[config.mk]
export PLATFORM = sky130hd
export DESIGN_NAME = ram_fill_check
export DESIGN_NICKNAME = d
export VERILOG_FILES = /design/src/rtl/ram_fill_check.sv
export SDC_FILE = /design/constraint.sdc
export NUM_CORES = 1
export LEC_CHECK = 0
export ABC_CLOCK_PERIOD_IN_PS = 3830
export CAP_MARGIN = 20
export CORE_MARGIN = 3
export CORE_UTILIZATION = 35
export DETAILED_ROUTE_END_ITERATION = 10
export PLACE_DENSITY = 0.73
export SYNTH_ARGS = -nofsm -noshare
export SYNTH_HDL_FRONTEND = slang
export SYNTH_SLANG_ARGS = --single-unit
[constraint.sdc]
create_clock -name clk_i -period 3.83 [get_ports clk_i]
set_clock_uncertainty 0.05 [all_clocks]
set_input_delay 0.766 -clock clk_i [delete_from_list [all_inputs] [get_ports clk_i]]
set_output_delay 0.766 -clock clk_i [all_outputs]
set_load 0.005 [all_outputs]
[src/rtl/ram_fill_check.sv]
// Self-checking RAM exerciser: fills a dual-port RAM with an address-derived pattern, reads it back, counts bad words.
// Optional first-failing-address capture is built when RAM_FILL_CHECK_FIRST_ERR_EN is defined.
module ram_fill_check #(
  parameter int RAM_ADDR_W = 8,
  parameter int CHUNK_W    = 32,
  parameter int CHUNK_CNT  = 4,
  parameter int SEED       = 0,
  parameter int RD_LAT     = 1,
  parameter int ERR_CNT_W  = 16
) (
  input  logic                          clk_i,
  input  logic                          rst_n_i,
  input  logic                          start_i,
  output logic                          busy_o,
  output logic                          done_o,
  output logic                          pass_o,
  output logic [ERR_CNT_W-1:0]          err_cnt_o,
  output logic [RAM_ADDR_W-1:0]         first_err_addr_o,
  output logic [RAM_ADDR_W-1:0]         ram_wr_addr_o,
  output logic [CHUNK_CNT*CHUNK_W-1:0]  ram_wr_data_o,
  output logic                          ram_wr_en_o,
  output logic [RAM_ADDR_W-1:0]         ram_rd_addr_o,
  output logic                          ram_rd_en_o,
  input  logic [CHUNK_CNT*CHUNK_W-1:0]  ram_rd_data_i
);

  localparam int DATA_W = CHUNK_CNT * CHUNK_W;
  localparam logic [RAM_ADDR_W-1:0] LAST_ADDR = '1;

  typedef enum logic [2:0] {S_IDLE, S_FILL, S_CHECK, S_DRAIN, S_DONE} state_t;

  state_t                  r_state;
  logic                    r_busy;
  logic                    r_done;
  logic                    r_pass;
  logic [ERR_CNT_W-1:0]    r_err_cnt;
  logic [RAM_ADDR_W-1:0]   r_wr_addr;
  logic [DATA_W-1:0]       r_wr_data;
  logic                    r_wr_en;
  logic [RAM_ADDR_W-1:0]   r_rd_addr;
  logic                    r_rd_en;
  logic [1:0]              r_drain_cnt;
  logic                    r_pv [RD_LAT];
  logic [RAM_ADDR_W-1:0]   r_pa [RD_LAT];

  logic                    w_start;
  logic                    w_mismatch;
  logic [ERR_CNT_W-1:0]    w_err_next;

  function automatic logic [DATA_W-1:0] pattern(input logic [RAM_ADDR_W-1:0] addr);
    logic [DATA_W-1:0] word;
    word = '0;
    for (int g = 0; g < CHUNK_CNT; g++)
      word[g*CHUNK_W +: CHUNK_W] = CHUNK_W'(addr) + CHUNK_W'(g) + CHUNK_W'(SEED);
    return word;
  endfunction

  assign w_start = (r_state == S_IDLE) && start_i;

  // NOTE: every variable gets a value before any branch, so no latch is inferred.
  always_comb begin
    w_mismatch = r_pv[RD_LAT-1] && (ram_rd_data_i != pattern(r_pa[RD_LAT-1]));
    w_err_next = r_err_cnt;
    if (w_mismatch && (r_err_cnt != '1))
      w_err_next = r_err_cnt + ERR_CNT_W'(1);
  end

  // Valid/address pipe lines each returning word up with the address it was read from.
  // NOTE: the pipe is reset so a run abandoned by reset cannot leak a compare into the next one.
  always_ff @(posedge clk_i or negedge rst_n_i) begin
    if (!rst_n_i) begin
      for (int i = 0; i < RD_LAT; i++) begin
        r_pv[i] <= 1'b0;
        r_pa[i] <= '0;
      end
    end else begin
      r_pv[0] <= r_rd_en;
      r_pa[0] <= r_rd_addr;
      for (int i = 1; i < RD_LAT; i++) begin
        r_pv[i] <= r_pv[i-1];
        r_pa[i] <= r_pa[i-1];
      end
    end
  end

  // NOTE: state is updated with non-blocking assignments; later assignments in the block win.
  always_ff @(posedge clk_i or negedge rst_n_i) begin
    if (!rst_n_i) begin
      r_state     <= S_IDLE;
      r_busy      <= 1'b0;
      r_done      <= 1'b0;
      r_pass      <= 1'b0;
      r_err_cnt   <= '0;
      r_wr_addr   <= '0;
      r_wr_data   <= '0;
      r_wr_en     <= 1'b0;
      r_rd_addr   <= '0;
      r_rd_en     <= 1'b0;
      r_drain_cnt <= '0;
    end else begin
      r_done    <= 1'b0;
      r_err_cnt <= w_err_next;
      case (r_state)
        S_IDLE: if (start_i) begin
          r_state   <= S_FILL;
          r_busy    <= 1'b1;
          r_wr_en   <= 1'b1;
          r_wr_addr <= '0;
          r_wr_data <= pattern('0);
          r_err_cnt <= '0;
          r_pass    <= 1'b0;
        end
        S_FILL: if (r_wr_addr == LAST_ADDR) begin
          r_state   <= S_CHECK;
          r_wr_en   <= 1'b0;
          r_rd_en   <= 1'b1;
          r_rd_addr <= '0;
        end else begin
          r_wr_addr <= r_wr_addr + 1'b1;
          r_wr_data <= pattern(r_wr_addr + 1'b1);
        end
        S_CHECK: if (r_rd_addr == LAST_ADDR) begin
          r_state     <= S_DRAIN;
          r_rd_en     <= 1'b0;
          r_drain_cnt <= 2'(RD_LAT - 1);
        end else begin
          r_rd_addr <= r_rd_addr + 1'b1;
        end
        // The last compare lands in the final DRAIN cycle, so pass uses the next count.
        S_DRAIN: if (r_drain_cnt == '0) begin
          r_state <= S_DONE;
          r_done  <= 1'b1;
          r_pass  <= (w_err_next == '0);
        end else begin
          r_drain_cnt <= r_drain_cnt - 1'b1;
        end
        S_DONE: begin
          r_state <= S_IDLE;
          r_busy  <= 1'b0;
        end
        default: r_state <= S_IDLE;
      endcase
    end
  end

`ifdef RAM_FILL_CHECK_FIRST_ERR_EN
  logic [RAM_ADDR_W-1:0] r_first_err_addr;

  // An error count of zero means no mismatch has been captured yet in this run.
  always_ff @(posedge clk_i or negedge rst_n_i) begin
    if (!rst_n_i)
      r_first_err_addr <= '0;
    else if (w_start)
      r_first_err_addr <= '0;
    else if (w_mismatch && (r_err_cnt == '0))
      r_first_err_addr <= r_pa[RD_LAT-1];
  end

  assign first_err_addr_o = r_first_err_addr;
`else
  assign first_err_addr_o = '0;
`endif

  assign busy_o        = r_busy;
  assign done_o        = r_done;
  assign pass_o        = r_pass;
  assign err_cnt_o     = r_err_cnt;
  assign ram_wr_addr_o = r_wr_addr;
  assign ram_wr_data_o = r_wr_data;
  assign ram_wr_en_o   = r_wr_en;
  assign ram_rd_addr_o = r_rd_addr;
  assign ram_rd_en_o   = r_rd_en;

endmodule

; ---- After elaboration in Yosys (flattened, before gate mapping)
; Index checks and enable logic that the tools add are counted.
[totals]
inputBits = 131
reg_bits = 179
ramBits = 0
romBits = 0
mem_count = 0
latch_bits = 0
[classes]
n_bitwise = 0
n_eq_ne = 15
n_shift = 0
addsub = 10
mul = 0
muxes = 32
n_lt_le_gt_ge = 0
n_reduce_logical = 18
div_mod_pow = 0
[op_table]
columns = cell, n
row1 = 128-bit 2-to-1 mux, 2
row2 = 128-bit case mux with 2 select lines, 1
row3 = 128-bit by 105-bit != test with 1-bit output, 1
row4 = 16-bit 2-to-1 mux, 3
row5 = "8-bit by 2-bit adder with 9-bit output, second input constant", 4
row6 = 8-bit 2-to-1 mux, 4
row7 = 8-bit case mux with 2 select lines, 2
row8 = "8-bit by 1-bit adder with 9-bit output, second input constant", 2
row9 = 3-bit AND reduction, 6
row10 = "16-bit by 1-bit adder with 16-bit output, second input constant", 1
row11 = "8-bit by 1-bit adder with 8-bit output, second input constant", 2
row12 = "8-bit equality test, second input constant", 2
row13 = 16-bit logical NOT, 1
row14 = "16-bit != test, second input constant", 1
row15 = "2-bit != test, second input constant", 7
row16 = 3-bit 2-to-1 mux, 4
row17 = 3-bit case mux with 4 select lines, 1
row18 = 2-bit nonzero test, 5
row19 = 1-bit 2-to-1 mux, 8
row20 = 1-bit case mux with 2 select lines, 4
row21 = "3-bit by 2-bit equality test with 1-bit output, second input constant", 2
row22 = 2-bit 2-to-1 mux, 2
row23 = 2-bit case mux with 2 select lines, 1
row24 = 4-bit AND reduction, 1
row25 = 7 further kinds, 8

; ---- Depth between registers and ports, before layout
[depth]
depth_word = 8
depth_mapped = 14
depth_no_buf = 11

; ---- Worst setup path before layout
; OpenSTA, ideal clock, no wires.
[synth_timing]
path_type = input-to-reg
from = input port ram_rd_data_i[71]
to = register r_pass (netlist: pass_o)
path_slack_ps = 553
t_arrival_ps = 3132
n_path_buf = 1
setup_time_ps = 95
path_stages = 10
required_time_ps = 3685
path_cell_list = xnor2_1 -> or3_1 -> a2111oi_0 -> and4_1 -> nand4_2 -> and3_4 -> buf_6 -> a311o_1 -> a211o_1 -> o31ai_1
[synth_via]
elab_chain_cells = 7
[synth_rtl]
columns = item, line
row1 = "start, declared", 24  ; input logic [CHUNK_CNT*CHUNK_W-1:0] ram_rd_data_i
row2 = 128-bit by 105-bit != test with 1-bit output, 62  ; w_mismatch = r_pv[RD_LAT-1] && (ram_rd_data_i != pattern(r_pa[RD_LAT-1]));
row3 = 1-bit logical AND, 62
row4 = 1-bit logical AND, 64  ; if (w_mismatch && (r_err_cnt != '1))
row5 = 16-bit 2-to-1 mux, 64
row6 = 16-bit logical NOT, 133  ; r_pass <= (w_err_next == '0);
row7 = 1-bit 2-to-1 mux, 130  ; S_DRAIN: if (r_drain_cnt == '0) begin
row8 = 1-bit case mux with 2 select lines, 103  ; case (r_state)
row9 = "end signal, assigned", 133
row10 = "end, declared", 35  ; logic r_pass;
; Every way passes these cells. The select of a mux whose other input is x is not followed.
; A chain may end at the register's enable or synchronous reset.

; ---- Final worst setup path
[layout_timing]
from = input port ram_rd_data_i[10]
to = register r_pass (netlist: pass_o)
; The elaborated chain is that of the path after synthesis.

==> results_dict.tcl <==
set metrics [dict create \
    synth_seq_cells 76 \
    required_ns 4.03 \
    fp.coreArea_sq_mm 0.0160 \
    cp_slowest_cell "clkdlybuf4s50_1" \
    seq_area_frac_synth_pct 33.0 \
    nets 1010 \
    clockPowerShare_pct 47.6 \
    dp_hpwl_mm 13.7 \
    track_usage_pct 19.1 \
    rows 46 \
    fin_area_sq_mm 0.00797 \
    path_cells "clkdlybuf4s50_1, nor4_2, nand4_1, a2111oi_4, buf_4, and4_1, nand4_2, and3_4, buf_4, a311oi_1, o2111ai_1, o31ai_1" \
    clock_sinks 76 \
    hold_path_depth 0 \
    maxCapViolations 0 \
    netlist_instances 678 \
    r2r_start "r_pa[2]$_DFF_PN0_" \
    routed_wl_mm 17.9 \
    dr.pass1.iters 5 \
    placed_area_sq_mm 0.00760 \
    slew_violations 0 \
    relSlewSlack_pct 36.0 \
    num_io_pins 304 \
    fp.dieArea_sq_mm 0.0180 \
    syn-mean-instance-area_sq_um 8.50 \
    r2r-end "pass_o$_DFFE_PN0P_" \
    clockBufferDepth 2 \
    synth-warning-count 0 \
    first_iter_violations 353 \
    wire_per_inst_um 16.4 \
    worstPathArrival_ns 3.85 \
    synth_top_area_share_pct 33.0 \
    synth-edff-count 0 \
    grt-ovfl-total 0 \
    p_sw_w 0.000419 \
    worst_pin_slew_ns 0.960 \
    p_sw_share_pct 21.4 \
    fill_cells 1555 \
    setup_violations 0 \
    fin_util_pct 49.8 \
    numPortBuffers 202 \
    worstSetupPathType "primary input to flop" \
    first_global_vias 5059 \
    cts_hold_buf 0 \
    status "finished, final reports clean" \
    cp_common_cell "buf_4" \
    cts_buffers 9 \
    cts_setup_buffers 0 \
    fin_crit_sh_pct 95.2 \
    grt_pass1_wl_mm 27.4 \
    combPwrFrac_pct 11.4 \
    dr_total_vias 5219 \
    power_density_mw_per_mm2 246 \
    die_x_um 134 \
    hp-start "ram_rd_addr_o[5]$_DFFE_PN0P_" \
    antenna_found_initial 3 \
    clk_latency_ns 0.34 \
    p_leak_nw 3.36 \
    r2r_setup_slack_ns 0.43 \
    internal_power_w 0.00154 \
    synth_area_leaders "dfrtp_1 (33%), buf_4 (15%), xnor2_1 (5.9%)" \
    cp_max_fo 11 \
    routed_via_density 4.78 \
    cts_tree "built" \
    synth.largest_area_cell "dfrtp_1" \
    ys_types 61 \
    fin_crit_ns 3.65 \
    path_clk_slew_ns 0.06 \
    peakVddDrop_mv 0.175 \
    layout-drive-gt1-share_pct 5.85 \
    async_reset_ff_share_pct 100 \
    reg2reg_depth 12 \
    grt_start_max_net_pins 77 \
    ant_nets 0 \
    start_util_pct 36.0 \
    cts_root_buffer "clkbuf_16" \
    worstSetupEndpointType "flop" \
    ys.flop_type "dfrtp_1" \
    syn_area_sq_mm 0.00576 \
    cp-start-kind "primary input" \
    max_freq_mhz 274 \
    area_delta_synth_final_pct 38.2 \
    hold_viol_final 0 \
    holdPathEnd "r_pa[5]$_DFF_PN0_" \
    rsz0062_at_grt "no" \
    drc_errors 0 \
    hold_path.class "flop to flop" \
    seqPwrFrac_pct 41.0 \
    max_stage_delay_ns 0.41 \
    htree_levels 3 \
    globalplace.congestion 0.882 \
    die_h_um 134 \
]
through the flow:
stage	hold slack (ns)	cells	power [W]	setup TNS [ns]	setup WS, ns
final	0.408	1091	0.00196	0	0.184
after global routing	0.430	1091	0.00204	0	0.000263
after CTS	0.409	1088	0.00198	0	0.0489
after detailed placement	0.396	1073	0.00104	-2.91	-0.486
after global placement	0.394	1073	0.00103	-2.24	-0.426
after floorplan	0.346	778	0.000943	0	0.553
sequential cells by signal (all words and copies together), names as in the netlist:
signal         flops
pass_o             1
ram_rd_en_o        1
ram_wr_en_o        1
busy_o             1
ram_wr_data_o     26
r_drain_cnt        2
ram_rd_addr_o      8
done_o             1
r_pa               8
r_state            3
err_cnt_o         16
ram_wr_addr_o      7
r_pv               1
how the worst max path moves through the flow:
| stage | start | endpoint |
|---|---|---|
| detailed placement | ram_rd_data_i[10] | pass_o$_DFFE_PN0P_ |
| global placement | ram_rd_data_i[41] | pass_o$_DFFE_PN0P_ |
| finish | ram_rd_data_i[10] | pass_o$_DFFE_PN0P_ |
| global route | ram_rd_data_i[10] | pass_o$_DFFE_PN0P_ |
| CTS | ram_rd_data_i[10] | pass_o$_DFFE_PN0P_ |
| floorplan | ram_rd_data_i[71] | pass_o$_DFFE_PN0P_ |
logic make-up after synthesis:
| logic type | share of synthesized area, % |
|---|---|
| multiplexers | 1.22 |
| other | 0.0651 |
| AO/OA/AOI/OAI | 10.4 |
| adder cells (fa/ha/maj) | 2.39 |
| flip-flops | 33.0 |
| AND/OR/NAND/NOR | 24.1 |
| buffers and inverters | 18.0 |
| XOR/XNOR | 10.8 |
critical path: cells and delay by family:
| family | cells | cell delay (ns) |
|---|---|---|
| AO/OA/AOI/OAI | 4 | 1.14 |
| buffers and inverters | 3 | 0.75 |
| AND/OR/NAND/NOR | 5 | 1.20 |
power groups by stage:
stage	Clock (W)	Sequential, W	Combinational (W)
floorplan	0	0.000818	0.000125
global placement	0	0.000818	0.000217
detailed placement	0	0.000818	0.000219
CTS	0.000956	0.000803	0.000220
global route	0.000998	0.000802	0.000242
finish	0.000932	0.000803	0.000224
cell usage in the layout, fill, tap and decap left out, types with 7 or more instances in the layout:
cell	instances
dfrtp_1	76
xor2_1	32
mux2i_1	7
nor3_1	11
nand2_1	42
o21ai_0	37
clkbuf_16	9
nand4_1	14
a21oi_1	15
clkdlybuf4s50_1	201
nor4_1	22
and3_1	13
buf_4	21
conb_1	101
xnor2_1	39
ha_1	11
nand3_1	41
nor2_1	61
inv_1	17
routing by layer:
layer	GRT usage [%]	share of wire, %	vias to the layer above
li1	-	-	2526
met1	23.0	40	2466
met2	32.0	50	207
met3	6.71	9.1	20
met4	6.17	1.6	0
met5	0	0	-
synthesized netlist by cell type (4+ instances only):
library cell,count
nor4_1,24
and2_1,6
and3b_1,4
o21ai_0,37
nand4_1,14
a31oi_1,4
buf_4,113
nand2_1,42
inv_1,17
dfrtp_1,76
or3_1,6
nor2_1,61
nand3_1,41
nor3_1,11
buf_2,5
a21oi_1,15
o31ai_1,6
xor2_1,32
ha_1,11
mux2i_1,7
xnor2_1,39
and3_1,13
nand2b_1,4
and4_1,4
clkbuf_1,23
nand3b_1,6
or2_2,4
cell type report:
type / instances / area (sq um) / area share, %
Antenna cell: 3 / 7.51 / 0.0942
Clock inverter: 4 / 72.6 / 0.911
Clock buffer: 11 / 253 / 3.17
Timing Repair Buffer: 222 / 2170 / 27.2
Sequential cell: 76 / 1900 / 23.9
Multi-Input combinational cell: 542 / 3230 / 40.5
Inverter: 17 / 63.8 / 0.801
Tap cell: 216 / 270 / 3.39
what timing repair did:
action	in CTS	in global routing
endpoints found under the hold margin	0	0
setup endpoints to repair	1	1
gates resized for setup	2	3
(Power assumes the default switching activity.)
